## src/rtl/menu_char_render_pkg.sv

```systemverilog
// Shared constants, types and glyph contents for the menu text overlay.
package menu_char_render_pkg;

    localparam int unsigned MENU_CHAR_W   = 8;
    localparam int unsigned MENU_CHAR_H   = 16;
    localparam int unsigned MENU_COLS     = 16;
    localparam int unsigned MENU_ROWS     = 16;
    localparam int unsigned MENU_PIPE_LAT = 4;

    typedef struct packed {
        logic [3:0] row;
        logic [3:0] col;
    } char_xy_t;

    typedef struct packed {
        logic [10:0] hcount;
        logic        hsync;
        logic        hblnk;
        logic [10:0] vcount;
        logic        vsync;
        logic        vblnk;
        logic [11:0] rgb;
    } vga_t;

    typedef struct packed {
        vga_t       vga;
        logic       in_box;
        logic [2:0] bit_idx;
        logic [3:0] line;
        logic       hl;
    } pix_t;

    // Glyph contents are generated rather than loaded, so the build needs no data file.
    function automatic logic [7:0] font_glyph_row(logic [6:0] code, logic [3:0] line);
        logic [7:0] row;
        if (line == 4'd0)       row = 8'h81;
        else if (line == 4'd15) row = 8'hFF;
        else                    row = {1'b0, code} * 8'd37 + {4'b0, line} * 8'd11;
        return row;
    endfunction

endpackage

```

## src/rtl/menu_char_render_if.sv

```systemverilog
// Text-ROM lookup bus: character position out, character code back one clock later.
interface menu_char_render_if;
    logic [7:0] char_xy;
    logic [6:0] char_code;

    modport master (output char_xy, input char_code);
    modport slave  (input char_xy, output char_code);
endinterface

```

## src/rtl/menu_char_render_font_rom.sv

```systemverilog
// 2048x8 glyph ROM addressed by {char_code, line}; registered, one clock of latency.
module menu_font_rom
    import menu_char_render_pkg::*;
(
    input  logic        clk,
    input  logic [10:0] addr,
    output logic [7:0]  data
);

    logic [7:0] data_d, data_q;

    always_comb data_d = font_glyph_row(addr[10:4], addr[3:0]);

    always_ff @(posedge clk) data_q <= data_d;

    assign data = data_q;

endmodule

```

## src/rtl/menu_char_render.sv

```systemverilog
// Overlays a 16x16 character text box on the VGA stream; four clocks from pixel in to pixel out.
module menu_char_render
    import menu_char_render_pkg::*;
#(
    parameter logic [10:0] X_POS        = 11'd300,
    parameter logic [10:0] Y_POS        = 11'd200,
    parameter logic [11:0] FG_RGB       = 12'hFFF,
    parameter logic [11:0] HL_RGB       = 12'hF80,
    parameter int unsigned BLINK_FRAMES = 30
) (
    input  logic        clk,
    input  logic        rst,
    input  logic [10:0] hcount_in,
    input  logic        hsync_in,
    input  logic        hblnk_in,
    input  logic [10:0] vcount_in,
    input  logic        vsync_in,
    input  logic        vblnk_in,
    input  logic [11:0] rgb_in,
    input  logic [3:0]  sel_row,
    input  logic        sel_en,
    menu_char_render_if.master txt,
    output logic [10:0] hcount_out,
    output logic        hsync_out,
    output logic        hblnk_out,
    output logic [10:0] vcount_out,
    output logic        vsync_out,
    output logic        vblnk_out,
    output logic [11:0] rgb_out
);

    localparam logic [7:0] BLINK_LAST = 8'(BLINK_FRAMES - 1);

    logic [6:0]  rel_x;
    logic [7:0]  rel_y;
    logic        in_box;
    logic        paint;
    logic [7:0]  font_row;
    logic [10:0] font_addr;

    pix_t [2:0]  pipe_d, pipe_q;
    char_xy_t    char_xy_d, char_xy_q;
    vga_t        out_d, out_q;
    logic [7:0]  frame_cnt_d, frame_cnt_q;
    logic        blink_phase_d, blink_phase_q;
    logic        vsync_prev_d, vsync_prev_q;

    menu_font_rom u_font_rom (
        .clk  (clk),
        .addr (font_addr),
        .data (font_row)
    );

    always_comb begin
        rel_x  = 7'(hcount_in - X_POS);
        rel_y  = 8'(vcount_in - Y_POS);
        in_box = ({1'b0, hcount_in} >= {1'b0, X_POS}) &&
                 ({1'b0, hcount_in} <  {1'b0, X_POS} + 12'd128) &&
                 ({1'b0, vcount_in} >= {1'b0, Y_POS}) &&
                 ({1'b0, vcount_in} <  {1'b0, Y_POS} + 12'd256);

        char_xy_d = '{row: rel_y[7:4], col: rel_x[6:3]};

        pipe_d[0].vga     = '{hcount: hcount_in, hsync: hsync_in, hblnk: hblnk_in,
                              vcount: vcount_in, vsync: vsync_in, vblnk: vblnk_in,
                              rgb: rgb_in};
        pipe_d[0].in_box  = in_box;
        pipe_d[0].bit_idx = rel_x[2:0];
        pipe_d[0].line    = rel_y[3:0];
        // Row match is resolved at entry so the row itself need not ride the delay line.
        pipe_d[0].hl      = sel_en && (rel_y[7:4] == sel_row) && blink_phase_q;
        pipe_d[2:1]       = pipe_q[1:0];

        font_addr = {txt.char_code, pipe_q[1].line};

        paint = pipe_q[2].in_box && font_row[3'd7 - pipe_q[2].bit_idx] &&
                !pipe_q[2].vga.hblnk && !pipe_q[2].vga.vblnk;
        out_d = pipe_q[2].vga;
        if (paint) out_d.rgb = pipe_q[2].hl ? HL_RGB : FG_RGB;

        frame_cnt_d   = frame_cnt_q;
        blink_phase_d = blink_phase_q;
        vsync_prev_d  = vsync_in;
        if (vsync_in && !vsync_prev_q) begin
            if (frame_cnt_q == BLINK_LAST) begin
                frame_cnt_d   = '0;
                blink_phase_d = !blink_phase_q;
            end else begin
                frame_cnt_d = frame_cnt_q + 8'd1;
            end
        end
    end

    always_ff @(posedge clk) begin
        if (rst) begin
            pipe_q        <= '0;
            char_xy_q     <= '0;
            out_q         <= '0;
            frame_cnt_q   <= '0;
            blink_phase_q <= 1'b0;
            vsync_prev_q  <= 1'b0;
        end else begin
            pipe_q        <= pipe_d;
            char_xy_q     <= char_xy_d;
            out_q         <= out_d;
            frame_cnt_q   <= frame_cnt_d;
            blink_phase_q <= blink_phase_d;
            vsync_prev_q  <= vsync_prev_d;
        end
    end

    assign txt.char_xy = char_xy_q;
    assign hcount_out  = out_q.hcount;
    assign hsync_out   = out_q.hsync;
    assign hblnk_out   = out_q.hblnk;
    assign vcount_out  = out_q.vcount;
    assign vsync_out   = out_q.vsync;
    assign vblnk_out   = out_q.vblnk;
    assign rgb_out     = out_q.rgb;

endmodule

```

## src/flat_wrapper.sv

```systemverilog
// flat-port wrapper written by rule: the top's interface ports become plain ports
module menu_char_render_flat import menu_char_render_pkg::*;
#(
    parameter logic [10:0] X_POS        = 11'd300,
    parameter logic [10:0] Y_POS        = 11'd200,
    parameter logic [11:0] FG_RGB       = 12'hFFF,
    parameter logic [11:0] HL_RGB       = 12'hF80,
    parameter int unsigned BLINK_FRAMES = 30
)
  (clk, rst, hcount_in, hsync_in, hblnk_in, vcount_in, vsync_in, vblnk_in, rgb_in, sel_row, sel_en, hcount_out, hsync_out, hblnk_out, vcount_out, vsync_out, vblnk_out, rgb_out, txt_char_xy, txt_char_code);
  menu_char_render_if txt_i ();
  input  logic clk;
  input  logic rst;
  input  logic [10:0] hcount_in;
  input  logic hsync_in;
  input  logic hblnk_in;
  input  logic [10:0] vcount_in;
  input  logic vsync_in;
  input  logic vblnk_in;
  input  logic [11:0] rgb_in;
  input  logic [3:0] sel_row;
  input  logic sel_en;
  output logic [10:0] hcount_out;
  output logic hsync_out;
  output logic hblnk_out;
  output logic [10:0] vcount_out;
  output logic vsync_out;
  output logic vblnk_out;
  output logic [11:0] rgb_out;
  output wire logic [$bits(txt_i.char_xy)-1:0] txt_char_xy;
  input wire logic [$bits(txt_i.char_code)-1:0] txt_char_code;
  assign txt_char_xy = txt_i.char_xy;
  assign txt_i.char_code = txt_char_code;
  menu_char_render #(.X_POS(X_POS), .Y_POS(Y_POS), .FG_RGB(FG_RGB), .HL_RGB(HL_RGB), .BLINK_FRAMES(BLINK_FRAMES)) u_core (.clk(clk), .rst(rst), .hcount_in(hcount_in), .hsync_in(hsync_in), .hblnk_in(hblnk_in), .vcount_in(vcount_in), .vsync_in(vsync_in), .vblnk_in(vblnk_in), .rgb_in(rgb_in), .sel_row(sel_row), .sel_en(sel_en), .txt(txt_i), .hcount_out(hcount_out), .hsync_out(hsync_out), .hblnk_out(hblnk_out), .vcount_out(vcount_out), .vsync_out(vsync_out), .vblnk_out(vblnk_out), .rgb_out(rgb_out));
endmodule
```

## config.mk

```make
export PLATFORM = sky130hd
export DESIGN_NAME = menu_char_render_flat
export DESIGN_NICKNAME = d
export VERILOG_FILES = /design/src/rtl/menu_char_render_pkg.sv /design/src/rtl/menu_char_render_if.sv /design/src/rtl/menu_char_render_font_rom.sv /design/src/rtl/menu_char_render.sv /design/src/flat_wrapper.sv
export SDC_FILE = /design/constraint.sdc
export NUM_CORES = 1
export LEC_CHECK = 0
export BUFFER_PORTS_ARGS = -buffer_cell sky130_fd_sc_hd__buf_2
export CORE_MARGIN = 3
export CORE_UTILIZATION = 58
export CTS_BUF_LIST = sky130_fd_sc_hd__clkbuf_4 sky130_fd_sc_hd__clkbuf_8
export CTS_CLUSTER_DIAMETER = 40
export DETAILED_ROUTE_END_ITERATION = 10
export PLACE_DENSITY = 0.81
export SYNTH_ARGS = -nofsm -noshare
export SYNTH_HDL_FRONTEND = slang
export SYNTH_SLANG_ARGS = --single-unit
```

## constraint.sdc

```tcl
create_clock -name clk -period 4.26 [get_ports clk]
set_input_delay 0.852 -clock clk [delete_from_list [all_inputs] [get_ports clk]]
set_output_delay 0.852 -clock clk [all_outputs]
set_load 0.01 [all_outputs]
```

==> results by group, run 1 <==
Yosys
  – Unique cell type count in the Yosys netlist: 42
  – Avg Cell Area, Syn: 11.3 um2
  – Most frequent cell after synthesis: dfxtp_1
  – Area leader, netlist: dfxtp_1
  – Top cells by count, synth: dfxtp_1, nor2b_1, nor2_1
  – Top_reg_cell synth: dfxtp_1
  – Mapped Cells: 555
  – Sequential share of the synthesized area: 0.598
  – FFs w/ async S/R, synth: 0
  – Number of synthesized flops with an enable pin: 0
  – Yosys warns: 0
  – Synth Net Count: 643
  – Area contributors post-synth: dfxtp_1, nor2b_1, ha_1, fa_1, nor2_1
  – Syn Std Cell Area: 6290 um2
  – Yosys top cell area share: 0.598
  – Seq cells post-synth: 188

Clock network
  – Root buf cell: clkbuf_8
  – Setup bufs post-CTS: 0
  – Clock-pin slew of the registers on the worst-case setup and hold paths: 0.09 ns
  – Post-CTS Resized: 0
  – CTS tree: done
  – Clock Path Buffers: 2
  – H-tree Lvls: 4
  – Clk sinks: 188
  – Worst-Skew Late Latency: 0.44 ns
  – CTS Buf Count: 17
  – Post-CTS Hold Buffers: 0

STA
  – Worst slew margin: 0.300
  – # setup viols final: 0
  – RSZ-0062 raised after global routing: false
  – Fin. max-slew vios: 0
  – Period utilization: 0.864
  – Final min period: 3.68 ns
  – Max Clock Freq: 272 MHz
  – Final hold vios: 0
  – TNS Setup: 0 ns
  – Clock Skews: 0.0215 ns
  – Worst-Margin Slew: 1.05 ns

Final layout
  – Reg area: 3760 um2
  – Fillers: 770
  – Share of layout cells above drive strength 1: 0.209
  – Multi-input gate area: 2370 um2
  – Fin nets: 740
  – Non-Filler Instances: 801
  – Ant diodes: 0
  – Final design utilization: 0.702
  – Area grow syn2layout: 16.2%

Worst hold path
  – WHS Path Cells: 1
  – HP Class: register to register
  – Min-Delay Endpoint: u_core.pipe_d[138]
  – Worst hold start: u_core.pipe_d[91]

Worst setup path
  – R2r endpoint: u_core.u_font_rom.data[6]
  – Crit-path leading delay family: adder cells
  – CP max-delay cell: dfxtp_1
  – Startpoint Class: register
  – Worst EP required: 4.64 ns
  – Kind of end point of the critical path: register
  – Largest fanout on the critical path: 7
  – Reg-to-reg slack, setup: 0.58 ns
  – Crit Path Class: register to register
  – RR Startpoint: u_core.font_addr[3]
  – Worst r2r path cells: 10
  – CP Depth: 10
  – CP bufs+invs: 0
  – Crit path arrival time: 4.06 ns
  – Crit-path cells: ha_1 -> ha_1 -> fa_1 -> ha_1 -> fa_1 -> ha_1 -> a21o_1 -> a31o_2 -> a2111oi_0 -> nand3b_1
  – Slowest stage delay, CP: 0.47 ns
  – Critical Path Most Common Cell: ha_1

Die
  – Initial Util: 0.604
  – Overall die area: 12100 um2
  – Die X: 110 um
  – Die Ht: 110 um
  – IO Pins: 98
  – Num rows: 37
  – Core area: 10400 um2

Place
  – Placed insts: 769
  – Routability cong.: 0.811
  – I/O Buffers: 97
  – Post-DP HPWL: 7160 um

GRT
  – GRT Max-Usage Layer: met2
  – Initial antenna violation count: 1
  – GRT Total Usage: 0.172
  – Grt met1 use: 0.214
  – Largest net degree at the start of global routing: 115
  – Met3 Use GR: 0.0530
  – Number of global-route vias before repair: 3524
  – Grt total ovfl: 0
  – Met2 GRT Util: 0.282
  – First-pass GRT wire length: 16100 um

Power
  – PD cells: 462 nW/um2
  – P_leak: 3.27 nW
  – Worst vdd rail ir drop: 265 uV

Routing
  – Via Count: 3791
  – Routed Antenna Nets: 0
  – Post-DR vias/cell: 4.73
  – Starting DRT DRC Count: 129
  – DRC Markers: 0
  – DRT Wirelength: 10100 um
  – DR pass1 iterations: 4
  – Wire per inst: 12.6 um

Flow run
  – # Max-Cap Violations: 0

Status
  – Outcome: complete, no violations
how the worst max path moves through the flow:
stage | from | end | slack [ns]
floorplan | txt_char_code[0] | u_core.u_font_rom.data[7] | 0.58
global placement | txt_char_code[0] | u_core.u_font_rom.data[7] | 0.38
detailed placement | txt_char_code[0] | u_core.u_font_rom.data[7] | 0.29
CTS | u_core.font_addr[3] | u_core.u_font_rom.data[6] | 0.58
global route | u_core.font_addr[3] | u_core.u_font_rom.data[6] | 0.32
finish | u_core.font_addr[3] | u_core.u_font_rom.data[6] | 0.58
worst register-to-register path, delay by kind of cell, from the launching register on:
kind / cells / cell delay [ns]
flops: 1 / 0.47
simple gates: 1 / 0.15
compound gates: 3 / 0.78
fa+ha+maj: 6 / 2.23
cell families after synthesis:
group	share of synthesized area
buffers and inverters	0.0247
adders and majority gates	0.0835
DFF	0.598
and+or+nand+nor	0.210
muxes	0.0111
AOI/OAI and AO/OA	0.0326
xor gates and xnor gates	0.0394
final cells by class:
type / instances / share of cell area
clock buffer: 18 / 0.0330
tap: 136 / 0.0233
multi-input combinational: 326 / 0.324
clock inverter: 14 / 0.0241
timing repair buffer: 98 / 0.0695
inverter: 21 / 0.0108
sequential: 188 / 0.515
layer usage:
layer | routed length (um) | share of wire
met5 | 7 | 0.00069
met2 | 4850 | 0.48
met4 | 150 | 0.015
met3 | 617 | 0.061
met1 | 4460 | 0.44
through the flow:
step	cell area, um2	setup slack [ns]	hold WS (ns)	power [W]
floorplan	6290	0.584	0.413	0.00215
global placement	6890	0.380	0.416	0.00224
detailed placement	6890	0.286	0.420	0.00225
CTS	7310	0.584	0.442	0.00340
global route	7310	0.325	0.445	0.00354
finish	7310	0.579	0.441	0.00338
registers in the layout, summed over array words and instances (netlist names), 8 cells and up:
name,count
u_core.rgb_out,12
u_core.vcount_out,11
u_core.out_d,24
u_core.hcount_out,11
u_core.pipe_d,80
u_core.txt.char_xy,8
u_core.pipe_q,17
u_core.u_font_rom.data,8
u_core.frame_cnt_q,8
placed cells by master, fill, tap and decap left out, types with 2 or more instances in the layout:
master      count
o21ai_0         3
nor3_1          4
a211oi_1        2
buf_2          96
or2_2           2
nor2b_1       144
nand4_1         5
xor2_1          9
and4_1          2
inv_8           2
mux4_2          2
nor4_1          2
nor3b_1         2
nor2_1         38
dfxtp_1       188
nand2_1         6
a31oi_1         3
inv_6           4
clkinvlp_4      2
ha_1           26
nand3b_1        2
clkbuf_8       17
and3_1          3
nand2b_1        9
inv_1          21
clkinv_8        4
o21ai_1         6
a21o_1          3
xnor2_1        14
a21oi_1        14
fa_1           10
report_power, final:
group,internal [W],switching (W),total [W]
clock network,0.000505,0.000662,0.00117
registers,0.00184,0.0000222,0.00186
logic,0.000169,0.000182,0.000351
total,0.00251,0.000866,0.00338
Power figures use the tool's default switching activity.
==> inputs of run 2 (changes only) <==
--- a/config.mk
+++ b/config.mk
@@ -14,4 +14,6 @@
 export PLACE_DENSITY = 0.81
 export SYNTH_ARGS = -nofsm -noshare
 export SYNTH_HDL_FRONTEND = slang
+export SYNTH_HIERARCHICAL = 1
 export SYNTH_SLANG_ARGS = --single-unit
+export TNS_END_PERCENT = 5
==> constraint.sdc (replaced) <==
create_clock -name clk -period 4.26 [get_ports clk]
set_input_delay 0.426 -clock clk [delete_from_list [all_inputs] [get_ports clk]]
set_output_delay 0.426 -clock clk [all_outputs]
set_load 0.01 [all_outputs]
==> run 2 against run 1 <==
  * Largest power group unchanged
  * Critical endpoint is now u_core/u_font_rom/data[7]
  * First-iteration DRC count increased by 77%
  * Die area increased by 0.95%
  * Setup slack about the same
  * Area after synthesis increased by 0.99%
  * Total power increased by 1.2%
==> results by group, run 2 <==
Status
  – Outcome: complete, no violations

Yosys
  – Seq cells post-synth: 188
  – Area contributors post-synth: dfxtp_1, nor2b_1, ha_1, fa_1, nor2_1
  – Sequential share of the synthesized area: 0.592
  – Area leader, netlist: dfxtp_1
  – Top_reg_cell synth: dfxtp_1
  – Unique cell type count in the Yosys netlist: 46
  – Yosys warns: 6
  – Yosys top cell area share: 0.592
  – Top cells by count, synth: dfxtp_1, nor2b_1, nor2_1
  – Number of synthesized flops with an enable pin: 0
  – Mapped Cells: 567
  – Avg Cell Area, Syn: 11.2 um2
  – Synth Net Count: 655
  – FFs w/ async S/R, synth: 0
  – Syn Std Cell Area: 6350 um2
  – Most frequent cell after synthesis: dfxtp_1

GRT
  – GRT Total Usage: 0.179
  – Initial antenna violation count: 0
  – Grt total ovfl: 0
  – Number of global-route vias before repair: 3893
  – First-pass GRT wire length: 17600 um
  – Largest net degree at the start of global routing: 113

Power
  – P_leak: 3.31 nW
  – PD cells: 465 nW/um2
  – Worst vdd rail ir drop: 348 uV

Routing
  – Via Count: 3901
  – Post-DR vias/cell: 4.82
  – DR pass1 iterations: 4
  – Wire per inst: 13.1 um
  – DRT Wirelength: 10600 um
  – Starting DRT DRC Count: 228
  – Routed Antenna Nets: 0
  – DRC Markers: 0

Worst hold path
  – HP Class: input port to register
  – WHS Path Cells: 2

Die
  – Num rows: 37
  – IO Pins: 98
  – Core area: 10500 um2
  – Die Ht: 111 um
  – Die X: 111 um
  – Overall die area: 12200 um2
  – Initial Util: 0.605

Place
  – Routability cong.: 0.822
  – I/O Buffers: 97
  – Post-DP Area: 6940 um2
  – Post-DP HPWL: 7570 um
  – Placed insts: 779
  – Setup WS pre-CTS: 0.605 ns

STA
  – Worst-Margin Slew: 1.21 ns
  – Clock Skews: 0.00998 ns
  – RSZ-0062 raised after global routing: false
  – # setup viols final: 0
  – Max Clock Freq: 272 MHz
  – Final WS setup: 0.580 ns
  – Fin. max-slew vios: 0
  – Final hold vios: 0
  – Period utilization: 0.864
  – Worst slew margin: 0.195
  – Hold_ws: 0.187 ns
  – Final min period: 3.68 ns
  – TNS Setup: 0 ns

Worst setup path
  – Crit Path Class: register to register
  – RR Startpoint: u_core/pipe_d[118]
  – Reg-to-reg slack, setup: 0.58 ns
  – R2r endpoint: u_core/u_font_rom/data[7]
  – Setup crit end: u_core/u_font_rom/data[7]
  – Origin of the worst setup path: u_core/pipe_d[118]
  – Crit path arrival time: 4.00 ns
  – Worst EP required: 4.58 ns
  – Startpoint Class: register
  – Worst r2r path cells: 12
  – Kind of end point of the critical path: register
  – Largest fanout on the critical path: 5

Final layout
  – Fin nets: 750
  – Fillers: 779
  – Most frequent cells in the layout: dfxtp_1, nor2b_1, buf_2
  – Commonest non-fill, non-tap cell in the layout: dfxtp_1
  – Ant diodes: 0
  – Max reg flops: 82
  – Non-Filler Instances: 810
  – Share of layout cells above drive strength 1: 0.209
  – Area grow syn2layout: 15.7%
  – Fin area: 7350 um2

Flow run
  – # Max-Cap Violations: 0

Clock network
  – Setup bufs post-CTS: 0
  – CTS tree: done
  – Worst-Skew Late Latency: 0.44 ns
  – CTS Buf Count: 17
  – Clock Path Buffers: 2
  – Clock-pin slew of the registers on the worst-case setup and hold paths: 0.09 ns
  – Root buf cell: clkbuf_8
  – Post-CTS Hold Buffers: 0
  – Clk sinks: 188
  – H-tree Lvls: 4
  – Post-CTS Resized: 0
[run 2: cells by family (layout without fill, tap and decap cells)]
group,after synthesis,count (layout),share of synthesized area
simple gates,228,228,0.209
flops,188,188,0.592
xor+xnor,25,25,0.0366
compound gates,39,39,0.0384
buf+inv,45,152,0.0268
fa+ha+maj,36,36,0.0827
mux,6,6,0.0144
[run 2: per-stage QoR]
step,util,power (W)
2_1_floorplan,-,0.00217
4_1_cts,0.699,0.00345
5_1_grt,0.699,0.00357
6_report,0.699,0.00342
3_3_place_gp,0.661,0.00226
3_5_place_dp,0.661,0.00228
[run 2: layer usage]
| metal | wire [um] | share of wire | up-vias | GRT usage |
|---|---|---|---|---|
| met3 | 480 | 0.045 | 19 | 0.0551 |
| met4 | 213 | 0.020 | 0 | 0.0739 |
| met5 | 0 | 0 | - | 0 |
| met1 | 4720 | 0.45 | 1795 | 0.213 |
| li1 | - | - | 1988 | - |
| met2 | 5190 | 0.49 | 99 | 0.302 |
[run 2: power breakdown]
group	switching [W]	total (W)	internal (W)
clock	0.000574	0.00118	0.000605
combinational	0.000201	0.000381	0.000180
sequential	0.0000225	0.00186	0.00183
[run 2: worst min-delay path by stage]
stage | startpoint | endpoint | slack, ns
3_5_place_dp | u_core/out_d[19] | u_core/vcount_out[5] | 0.42
5_1_grt | rgb_in[4] | u_core/pipe_d[60] | 0.17
2_1_floorplan | u_core/pipe_q[113] | u_core/rgb_out[10] | 0.41
3_3_place_gp | u_core/pipe_d[59] | u_core/pipe_d[106] | 0.42
6_report | rgb_in[3] | u_core/pipe_d[59] | 0.19
4_1_cts | rgb_in[3] | u_core/pipe_d[59] | 0.15
[run 2: final cells by class]
class                           instances  area, um2  area share
Tap cell                              136        170      0.0232
Clock buffer                           20        263      0.0358
Multi-Input combinational cell        334       2420       0.329
Timing Repair Buffer                  100        510      0.0695
Inverter                               21       78.8      0.0107
Clock inverter                         11        144      0.0196
Sequential cell                       188       3760       0.512
[run 2: critical path, cell delays in order, from the launching register on]
cell	delay, ns
dfxtp_1	0.36
ha_1	0.23
fa_1	0.51
fa_1	0.42
ha_1	0.29
inv_1	0.05
fa_1	0.49
inv_1	0.04
ha_1	0.31
o21ai_2	0.08
or2_1	0.25
a211o_1	0.26
mux2_2	0.26
==> inputs of run 3 (changes only) <==
--- a/config.mk
+++ b/config.mk
@@ -5,6 +5,7 @@
 export SDC_FILE = /design/constraint.sdc
 export NUM_CORES = 1
 export LEC_CHECK = 0
+export ABC_AREA = 1
 export BUFFER_PORTS_ARGS = -buffer_cell sky130_fd_sc_hd__buf_2
 export CORE_MARGIN = 3
 export CORE_UTILIZATION = 58
==> run 3 against run 2 <==
  * Final cell count grew 27%
  * Clock skew grew 0.0025 ns
  * Clock power is essentially flat
  * Largest power group unchanged
  * Cell area grew 3.2%
  * Largest cell class unchanged
  * Via count grew 16%
  * Flip-flop and latch count is the same
  * Clock-buffer cell count is the same
  * First-iteration DRC count shrank 2.2%
  * Die area grew 3.7%
  * Critical path depth grew 4
  * Fmax grew 7.1%
==> results by group, run 3 <==
Routing
  – Starting DRT DRC Count: 223
  – DR pass1 iterations: 5
  – Routed Antenna Nets: 0
  – DRC Markers: 0
  – DRT Wirelength: 10900 um
  – Wire per inst: 10.6 um
  – Via Count: 4529
  – Post-DR vias/cell: 4.40

Power
  – PD cells: 447 nW/um2
  – Worst vdd rail ir drop: 359 uV
  – P_leak: 3.80 nW

Worst setup path
  – Slowest stage delay, CP: 0.49 ns
  – Kind of end point of the critical path: register
  – Crit Path Class: register to register
  – Crit-path cells: ha_1 -> fa_1 -> fa_1 -> ha_1 -> inv_1 -> fa_1 -> inv_1 -> ha_1 -> nand2_1 -> inv_1 -> nand3_1 -> nand3_1 -> nand2_1 -> nand3_1 -> nand2_1 -> inv_1
  – Startpoint Class: register
  – Worst EP required: 4.58 ns
  – CP max-delay cell: fa_1
  – Critical Path Most Common Cell: inv_1
  – CP bufs+invs: 4
  – Crit-path leading delay family: adder cells
  – Crit path arrival time: 3.76 ns
  – Largest fanout on the critical path: 5

Clock network
  – Post-CTS Resized: 0
  – Post-CTS Hold Buffers: 0
  – CTS Buf Count: 17
  – H-tree Lvls: 4
  – CTS tree: done
  – Clock-pin slew of the registers on the worst-case setup and hold paths: 0.08 ns
  – Clk sinks: 188
  – Worst-Skew Late Latency: 0.43 ns
  – Root buf cell: clkbuf_8
  – Clock Path Buffers: 2
  – Setup bufs post-CTS: 0

Die
  – IO Pins: 98
  – Die Ht: 113 um
  – Num rows: 38
  – Die X: 113 um
  – Initial Util: 0.601
  – Core area: 11000 um2
  – Overall die area: 12700 um2

GRT
  – Largest net degree at the start of global routing: 85
  – Initial antenna violation count: 1
  – First-pass GRT wire length: 18700 um
  – Number of global-route vias before repair: 4383
  – GRT Total Usage: 0.185
  – Grt total ovfl: 0

Place
  – Setup WS pre-CTS: 0.840 ns
  – Routability cong.: 0.798
  – I/O Buffers: 97
  – Post-DP HPWL: 7890 um

Yosys
  – Post-synthesis adder-cell area fraction: 0.0796
  – Seq cells post-synth: 188
  – Yosys warns: 6
  – Syn Std Cell Area: 6600 um2
  – Simple-Gate Fraction of Synth Area: 0.185
  – Yosys top cell area share: 0.570
  – Number of synthesized flops with an enable pin: 0
  – Unique cell type count in the Yosys netlist: 28
  – FFs w/ async S/R, synth: 0
  – Top cells by count, synth: inv_1, dfxtp_1, nor2_1
  – Synth Area in Compound Gates: 0.0233
  – Mapped Cells: 780
  – Most frequent cell after synthesis: inv_1
  – Top_reg_cell synth: dfxtp_1
  – Sequential share of the synthesized area: 0.570
  – Area contributors post-synth: dfxtp_1, inv_1, nor2_1, ha_1, nand2_1
  – Synth Net Count: 868
  – Largest family of logic cells by synthesized area: simple AND/OR/NAND/NOR gates
  – Mux cell area share after synthesis: 0
  – Xor-xnor portion of the synthesized cell area: 0.0146
  – Avg Cell Area, Syn: 8.46 um2
  – Area leader, netlist: dfxtp_1

Final layout
  – Reg area: 3760 um2
  – Fillers: 901
  – Share of layout cells above drive strength 1: 0.155
  – Fin nets: 966
  – Most frequent cells in the layout: inv_1, dfxtp_1, nor2_1
  – Area grow syn2layout: 14.9%
  – Multi-input gate area: 2000 um2
  – Commonest non-fill, non-tap cell in the layout: inv_1
  – Max reg flops: 82

STA
  – RSZ-0062 raised after global routing: false
  – Period utilization: 0.807
  – Max Clock Freq: 291 MHz
  – Worst-Margin Slew: 0.774 ns
  – Worst slew margin: 0.484
  – Final min period: 3.44 ns
  – Final WS setup: 0.824 ns
  – # setup viols final: 0
  – Final hold vios: 0
  – Fin. max-slew vios: 0
  – TNS Setup: 0 ns
  – Clock Skews: 0.0124 ns

Worst hold path
  – HP Class: input port to register

Flow run
  – # Max-Cap Violations: 0

Status
  – Outcome: complete, no violations
## run 3: through the flow
| step | cells | power, W | instance area, um2 | utilization | hold slack, ns |
|---|---|---|---|---|---|
| floorplan | 780 | 0.00216 | 6600 | - | 0.388 |
| global placement | 999 | 0.00225 | 7180 | 0.654 | 0.389 |
| detailed placement | 999 | 0.00226 | 7180 | 0.654 | 0.392 |
| CTS | 1028 | 0.00343 | 7580 | 0.690 | 0.148 |
| global route | 1029 | 0.00357 | 7580 | 0.691 | 0.140 |
| finish | 1029 | 0.00339 | 7580 | 0.691 | 0.181 |
## run 3: cell families (layout without fill, tap and decap cells)
family | after synthesis | count (layout)
XOR/XNOR | 11 | 11
AND/OR/NAND/NOR | 298 | 298
buffers and inverters | 218 | 326
AO/OA/AOI/OAI | 29 | 29
adder cells (fa/ha/maj) | 36 | 36
flip-flops | 188 | 188
other | 0 | 1
## run 3: final timing paths
path / from / end / slack [ns] / cells after the start
hold / removal: vcount_in[3] / u_core/pipe_d[51] / 0.18 / 2
setup / recovery: u_core/font_addr[3] / u_core/u_font_rom/data[6] / 0.82 / 16
hold reg to reg: u_core/pipe_d[85] / u_core/pipe_d[132] / 0.40 / 2
setup reg to reg: u_core/font_addr[3] / u_core/u_font_rom/data[6] / 0.82 / 16
## run 3: power breakdown
part	internal [W]	switching (W)	total [W]	leakage, nW
clock network	0.000605	0.000560	0.00116	0.200
logic	0.000146	0.000221	0.000367	2.05
registers	0.00183	0.0000253	0.00186	1.54
total	0.00258	0.000806	0.00339	3.80
## run 3: metal layers
layer  GRT usage  vias up  share of wire  wire length, um
met5           0        -              0                0
met4      0.0745        0          0.013              139
met3      0.0551       11          0.045              492
met2       0.317       78           0.49             5330
met1       0.217     1996           0.45             4920
li1            -     2444              -                -
## run 3: layout make-up
type	instances	share of cell area
well taps	140	0.0231
clock inverters	9	0.0183
repair buffers	99	0.0663
clock buffers	20	0.0346
diodes	1	0.000330
multi-input cells	374	0.263
flip-flops and latches	188	0.496
inverters	198	0.0980
